File: config.mk
export PLATFORM = sky130hd
export DESIGN_NAME = sram_like_responder
export DESIGN_NICKNAME = d
export VERILOG_FILES = /design/src/rtl/sram_like_responder.sv
export SDC_FILE = /design/constraint.sdc
export NUM_CORES = 1
export LEC_CHECK = 0
export CAP_MARGIN = 20
export CORE_UTILIZATION = 29
export CTS_CLUSTER_SIZE = 30
export DETAILED_ROUTE_END_ITERATION = 8
export GPL_TIMING_DRIVEN = 0
export HOLD_SLACK_MARGIN = 0.1
export PLACE_DENSITY = 0.65
export SLEW_MARGIN = 5
export SYNTH_ARGS = -nofsm -noshare
export SYNTH_HDL_FRONTEND = slang
export SYNTH_SLANG_ARGS = --single-unit
File: constraint.sdc
create_clock -name clk -period 5.7 [get_ports clk]
set_input_delay 1.14 -clock clk [delete_from_list [all_inputs] [get_ports clk]]
set_output_delay 1.14 -clock clk [all_outputs]
set_load 0.02 [all_outputs]
File: src/rtl/sram_like_responder.sv
// SRAM-like slave responder: accepts address handshakes, drives a synchronous RAM,
// and returns in-order data_ok responses LATENCY cycles after acceptance.
module sram_like_responder #(
  parameter int LATENCY = 1,
  parameter int DEPTH   = 2
) (
  input  logic        clk,
  input  logic        reset,
  input  logic        req,
  input  logic        wr,
  input  logic [1:0]  size,
  input  logic [3:0]  wstrb,
  input  logic [31:0] addr,
  input  logic [31:0] wdata,
  output logic        addr_ok,
  output logic        data_ok,
  output logic [31:0] rdata,
  input  logic        addr_stall,
  output logic        ram_en,
  output logic [3:0]  ram_we,
  output logic [31:0] ram_addr,
  output logic [31:0] ram_wdata,
  input  logic [31:0] ram_rdata
);

  localparam int PW  = (DEPTH > 1) ? $clog2(DEPTH) : 1;
  localparam int CW  = $clog2(DEPTH + 1);
  localparam int CDW = 2;

  function automatic logic [CDW-1:0] sat_dec(input logic [CDW-1:0] v);
    return (v == '0) ? v : v - CDW'(1);
  endfunction

  function automatic logic [PW-1:0] ptr_inc(input logic [PW-1:0] p);
    return (p == PW'(DEPTH - 1)) ? '0 : p + PW'(1);
  endfunction

  logic [CW-1:0]  count_q, count_d;
  logic [PW-1:0]  wptr_q, wptr_d;
  logic [PW-1:0]  rptr_q, rptr_d;
  logic [CDW-1:0] cd_q [DEPTH];
  logic [CDW-1:0] cd_d [DEPTH];
  logic           dv_q [DEPTH];
  logic           dv_d [DEPTH];
  logic           cap_vld_q, cap_vld_d;
  logic [PW-1:0]  cap_idx_q, cap_idx_d;
  logic           wr_q   [DEPTH];
  logic [31:0]    data_q [DEPTH];

  logic hs;
  logic cap_hit;
  logic head_rdy;
  logic unused_bits;

  // size and the byte offset are not decoded; wstrb and the word address are authoritative
  assign unused_bits = ^{size, addr[1:0]};

  // Request stage: acceptance decided from start-of-cycle occupancy
  assign addr_ok   = ~reset & req & ~addr_stall & (count_q < CW'(DEPTH));
  assign hs        = addr_ok;
  assign ram_en    = hs;
  assign ram_we    = (hs & wr) ? wstrb : 4'b0000;
  assign ram_addr  = {addr[31:2], 2'b00};
  assign ram_wdata = wdata;

  // Response stage: head completes on stored data or on the RAM word arriving this cycle
  assign cap_hit  = cap_vld_q & (cap_idx_q == rptr_q);
  assign head_rdy = (count_q != '0) & (cd_q[rptr_q] == '0) & (dv_q[rptr_q] | cap_hit);
  assign data_ok  = ~reset & head_rdy;

  always_comb begin
    rdata = 32'h0;
    if (data_ok && !wr_q[rptr_q]) begin
      rdata = cap_hit ? ram_rdata : data_q[rptr_q];
    end
  end

  always_comb begin
    count_d   = count_q;
    wptr_d    = wptr_q;
    rptr_d    = rptr_q;
    cd_d      = cd_q;
    dv_d      = dv_q;
    cap_vld_d = hs;
    cap_idx_d = wptr_q;
    for (int i = 0; i < DEPTH; i++) begin
      cd_d[i] = sat_dec(cd_q[i]);
    end
    if (cap_vld_q) begin
      dv_d[cap_idx_q] = 1'b1;
    end
    if (data_ok) begin
      dv_d[rptr_q] = 1'b0;
      rptr_d       = ptr_inc(rptr_q);
    end
    if (hs) begin
      cd_d[wptr_q] = CDW'(LATENCY - 1);
      dv_d[wptr_q] = 1'b0;
      wptr_d       = ptr_inc(wptr_q);
    end
    case ({hs, data_ok})
      2'b10:   count_d = count_q + CW'(1);
      2'b01:   count_d = count_q - CW'(1);
      default: count_d = count_q;
    endcase
  end

  always_ff @(posedge clk or posedge reset) begin
    if (reset) begin
      count_q   <= '0;
      wptr_q    <= '0;
      rptr_q    <= '0;
      cap_vld_q <= 1'b0;
      cap_idx_q <= '0;
      for (int i = 0; i < DEPTH; i++) begin
        cd_q[i] <= '0;
        dv_q[i] <= 1'b0;
      end
    end else begin
      count_q   <= count_d;
      wptr_q    <= wptr_d;
      rptr_q    <= rptr_d;
      cap_vld_q <= cap_vld_d;
      cap_idx_q <= cap_idx_d;
      cd_q      <= cd_d;
      dv_q      <= dv_d;
    end
  end

  // Capture stage: payload storage carries no reset, its validity is tracked by dv_q
  always_ff @(posedge clk) begin
    if (hs) begin
      wr_q[wptr_q] <= wr;
    end
    if (cap_vld_q) begin
      data_q[cap_idx_q] <= ram_rdata;
    end
  end

endmodule

Yosys cells after proc, flatten, opt, wreduce, memory -nomap -nowiden
Memories as Yosys holds them, arrays and structs flattened.
Cells that the tools add are included.
Widths: inputs -> output; s select.
Word-level totals
  logic and storage cells: 88
  memory bits (writable): 66
  input port bits: 107
  bits in registers: 12
  output and inout port bits: 103
  memories kept: 2
Cells by class
  muxes and demuxes: 30
  order comparisons: 7
  reduce and logical (&&, ||, !) cells: 10
  bitwise operators: 21
  add/sub/neg operators: 6
  equality and inequality tests: 3
Memory list
  data_q: words 2, bits a word 32, rd ports 1, clocked after Yosys merged registers in 0, wr ports 1, line 48  | logic [31:0] data_q [DEPTH];
  wr_q: words 2, bits a word 1, rd ports 1, clocked after Yosys merged registers in 0, wr ports 1, line 47  | logic wr_q [DEPTH];
Operators with widths (number)
  $mux 32: 2
  $mux 2: 9
  $mux 1: 12
  $and 1x1->1: 8
  $mux 4: 2
  $ge 2x2->1 const B: 3
  $logic_not 2->1: 3
  $lt 2x1->1 const B: 3
  $not 1->2: 3
  $sub 2x1->2 const B: 3
  $and 2x2->2: 2
  $and 4x4->4: 1
  $logic_and 1x1->1: 4
  $not 2->2: 2
  $not 4->4: 1
  $pmux 2 s2: 1
  $reduce_bool 2->1: 2
  $demux 1 s1: 3
  $add 1x1->1 const B: 2
  $add 2x1->2 const B: 1
  $demux 2 s1: 1
  $eq 2x1->1 const B: 1
  $eq 2x2->1 const B: 1
  $lt 2x2->1 const B: 1
  other kinds (5): 6

Logic depth before layout (Yosys ltp)
  depth after elaboration: 11
  gate-level depth with buffers: 8

Least setup slack after synthesis
No wires, ideal clock.
  kind: input to output
  from: input port reset
  to: output port rdata[0]
  path buffers: 0
  arrival: 2.463 ns
  stages: 4
  slack: 2.097 ns
  data required time: 4.560 ns
  path through: inv_1 > o221a_2 > nand4_4 > a221oi_1
Between the ends
  word-level cells in the longest chain between the ends: 4
RTL lines
  start, declared: line 8  | input logic reset,
  $not 1->1: line 69  | assign data_ok = ~reset & head_rdy;
  $and 1x1->1: line 69
  $logic_and 1x1->1: line 73  | if (data_ok && !wr_q[rptr_q]) begin
  $mux 32: line 73
  end, declared: line 17  | output logic [31:0] rdata,
Every way passes these cells.

Final worst setup path
  from: input port reset
  to: output port rdata[7]
Same word-level chain as after synthesis.

==> out/qor.log <==
INFO  sta            post-route-min-period=4.79ns
INFO  clock_network  clock_sink_count=78
INFO  place          buffer_ports.inserted=141
INFO  die            io-pin-count=210
INFO  sta            setup_viol=0
INFO  clock_network  cts_htree_levels=3
INFO  sta            worst_pin_slew=0.966ns
INFO  drt            wire_per_inst=17.2um
INFO  die            chipHeight=127um
INFO  clock_network  clock_path_buffers=2
INFO  die            rows=45
INFO  finish         layout-area-overhead-vs-synth=43.1%
INFO  finish         fill_cells=1,407
INFO  outcome        outcome=finished, final reports clean
INFO  clock_network  cts-buffers-inserted=9
INFO  synth          synthesis.area=0.00456mm2
INFO  sta            hold_violations=0
INFO  finish         fin_nets=636
INFO  drt            route.antenna.remaining_nets=0
INFO  clock_network  cts_tree=done
INFO  hold_path      worstHoldPathType=flip-flop to flip-flop
INFO  synth          synth_fa_ha_area_frac=0.00275
INFO  synth          synth_area_leaders=edfxtp_1, buf_4, a221oi_2
INFO  critical_path  worstReg2RegEnd=count_q[1]$_DFFE_PP0P_
INFO  critical_path  cp_max_fo=13
INFO  critical_path  crit_path_start_kind=input pin
INFO  pwr            power.static_leakage=2.39nW
INFO  hold_path      holdCritStartpoint=cd_q[2]$_DFF_PP0_
INFO  clock_network  cts-resized-gates=0
INFO  global_routing grt_antenna_before_repair=0
INFO  synth          synth_edf_count=66
INFO  drt            vias_per_cell=4.85
INFO  drt            wl=12.8mm
INFO  place          hpwl=9.21mm
INFO  drt            detailedRoute.firstIterationViolations=113
INFO  die            die_area=0.0162mm2
INFO  pwr            power_per_cell_area=312mW/mm2
INFO  synth          post-synth-top-area-cell=edfxtp_1
INFO  clock_network  clock_latency_on_the_worst_skew_pair=0.33ns
INFO  drt            drtPass1Iterations=4
INFO  global_routing globalRoute.totalOverflow=0
INFO  synth          synth_xor_xnor_area_share=0.00961
INFO  clock_network  postCtsSetupBuffers=0
INFO  synth          yosysSeqAreaShare=0.501
INFO  drt            drc=0
INFO  synth          synthesis.area_per_instance=12.1um2
INFO  die            core=0.0153mm2
INFO  critical_path  worstSetupPathType=input pin to output pin
INFO  sta            grt_setup_unrepaired=false
INFO  global_routing groute.usage.overall=0.156
INFO  critical_path  r2r-start=count_q[1]$_DFFE_PP0P_
INFO  synth          synth_top_family_by_area=compound AO/OA/AOI/OAI gates
INFO  synth          post_synthesis_compound_gate_area_fraction=0.198
INFO  sta            final_max_slew_viol_count=0
INFO  synth          flop_and_latch_count_out_of_synthesis=78
INFO  pwr            post-layout-total-power=0.00204W
INFO  global_routing grt_pass1_wl=19.4mm
INFO  finish         layout-drive-gt1-share=0.244
INFO  hold_path      whs_path_depth=1
INFO  clock_network  post_cts_hold_buffer_count=0
INFO  synth          post-synth-top-area-fraction=0.435
INFO  hold_path      worst_hold_path_ep=cd_q[2]$_DFF_PP0_
INFO  critical_path  timing.reg2reg.setup_slack=3.54ns
INFO  place          gp_congestion=0.790
INFO  critical_path  worst_path_required=4.56ns
INFO  sta            layout_worst_path_cycle_share=0.840
INFO  sta            clock_skew=0.00806ns
INFO  synth          synthCells=375
INFO  synth          synth.top_cells.by_count=buf_4, edfxtp_1, nand2_1, nand2b_1, o21ai_0
INFO  die            initial_core_util=0.299
INFO  job            max_cap_viol_count=0
INFO  die            die_x=127um
INFO  pwr            ir_drop=0.173mV
INFO  synth          synth-async-reset-ratio=0.154
INFO  drt            dr_total_vias=3,613
INFO  clock_network  clk_transition_reported_paths=0.06ns
INFO  sta            total_negative_slack_for_setup_checks=0ns
INFO  synth          synth.distinct_cells=39
INFO  critical_path  worst-r2r-cell-count=5
INFO  critical_path  critical_path.endpoint_type=output pin
INFO  synth          yosysWarnings=0
INFO  global_routing grt_start_max_net_pins=42
INFO  global_routing number_of_global_route_vias_before_repair=3,634
INFO  synth          yosysMostFrequentCell=buf_4
INFO  synth          dominantRegCellSynth=edfxtp_1
INFO  sta            slew_headroom=0.354
INFO  synth          synth_mux_area_frac=0.0483
INFO  synth          synth_simple_gate_area_share=0.0923
INFO  clock_network  cts_root_buf=clkbuf_16
INFO  sta            max_freq=209MHz
INFO  critical_path  worstPathArrival=3.65ns
[registers in the layout, summed over array words and instances, names as in the netlist]
signal,cells
cap_idx_d,1
cap_idx_q,1
cap_vld_q,1
cd_q,4
count_q,2
data_q,64
dv_q,2
rptr_q,1
wr_q,2
[cell families after synthesis]
group | count (synthesis)
buf+inv | 100
compound gates | 95
flops | 78
simple gates | 73
mux | 22
xor+xnor | 5
fa+ha+maj | 1
other cells | 1
[layout by cell type (no fill, tap or decap), types with 13 or more instances in the layout]
master,instances
a221oi_2,20
buf_4,68
clkbuf_1,13
clkdlybuf4s50_1,141
edfxtp_1,66
mux2i_1,22
nand2_1,23
nand2b_1,23
o21ai_0,23
o221ai_1,22
[worst max path at each step]
| stage | startpoint | endpoint | cells past startpoint |
|---|---|---|---|
| after floorplan | reset | rdata[0] | 4 |
| after global placement | reset | rdata[17] | 7 |
| after detailed placement | reset | rdata[7] | 7 |
| after CTS | reset | rdata[7] | 7 |
| after global routing | reset | rdata[7] | 7 |
| final | reset | rdata[7] | 7 |
[area by class of cell]
class,count,area [um2],area share
repair buffers,141,1410,0.216
flip-flops and latches,78,2280,0.350
diodes,1,2.50,0.000384
plain buffers,94,647,0.0992
clock buffers,9,225,0.0345
clock inverters,7,58.8,0.00902
inverters,6,22.5,0.00345
well taps,211,264,0.0405
multi-input cells,198,1610,0.247
[layer usage]
| layer | share of wire | up-vias | track usage |
|---|---|---|---|
| li1 | - | 1672 | - |
| met1 | 0.39 | 1769 | 0.181 |
| met2 | 0.52 | 154 | 0.281 |
| met3 | 0.064 | 18 | 0.0322 |
| met4 | 0.025 | 0 | 0.0623 |
| met5 | 0 | - | 0 |
[power by group]
group	leakage, nW	total (W)	switching, W	internal [W]
logic	1.51	0.000801	0.000487	0.000314
registers	0.751	0.000697	0.0000254	0.000671
clock network	0.133	0.000539	0.000239	0.000300
[worst max-delay path, cell delays in order]
cell and delay (ns):
clkdlybuf4s50_1 0.43, inv_1 0.39, o221a_2 0.38, nand4_4 0.16, buf_6 0.20, a221oi_2 0.28, clkdlybuf4s50_1 0.67
[metrics by stage]
stage	cell area (um2)	hold WS [ns]	util	setup WS, ns	std cells
floorplan	4560	0.403	-	2.10	376
global placement	6230	0.427	0.409	0.893	728
detailed placement	6230	0.434	0.409	0.886	728
CTS	6520	0.443	0.427	0.880	744
global route	6520	0.473	0.427	0.746	744
finish	6520	0.439	0.427	0.914	745
Note: power is estimated with default switching activity, not from simulation.
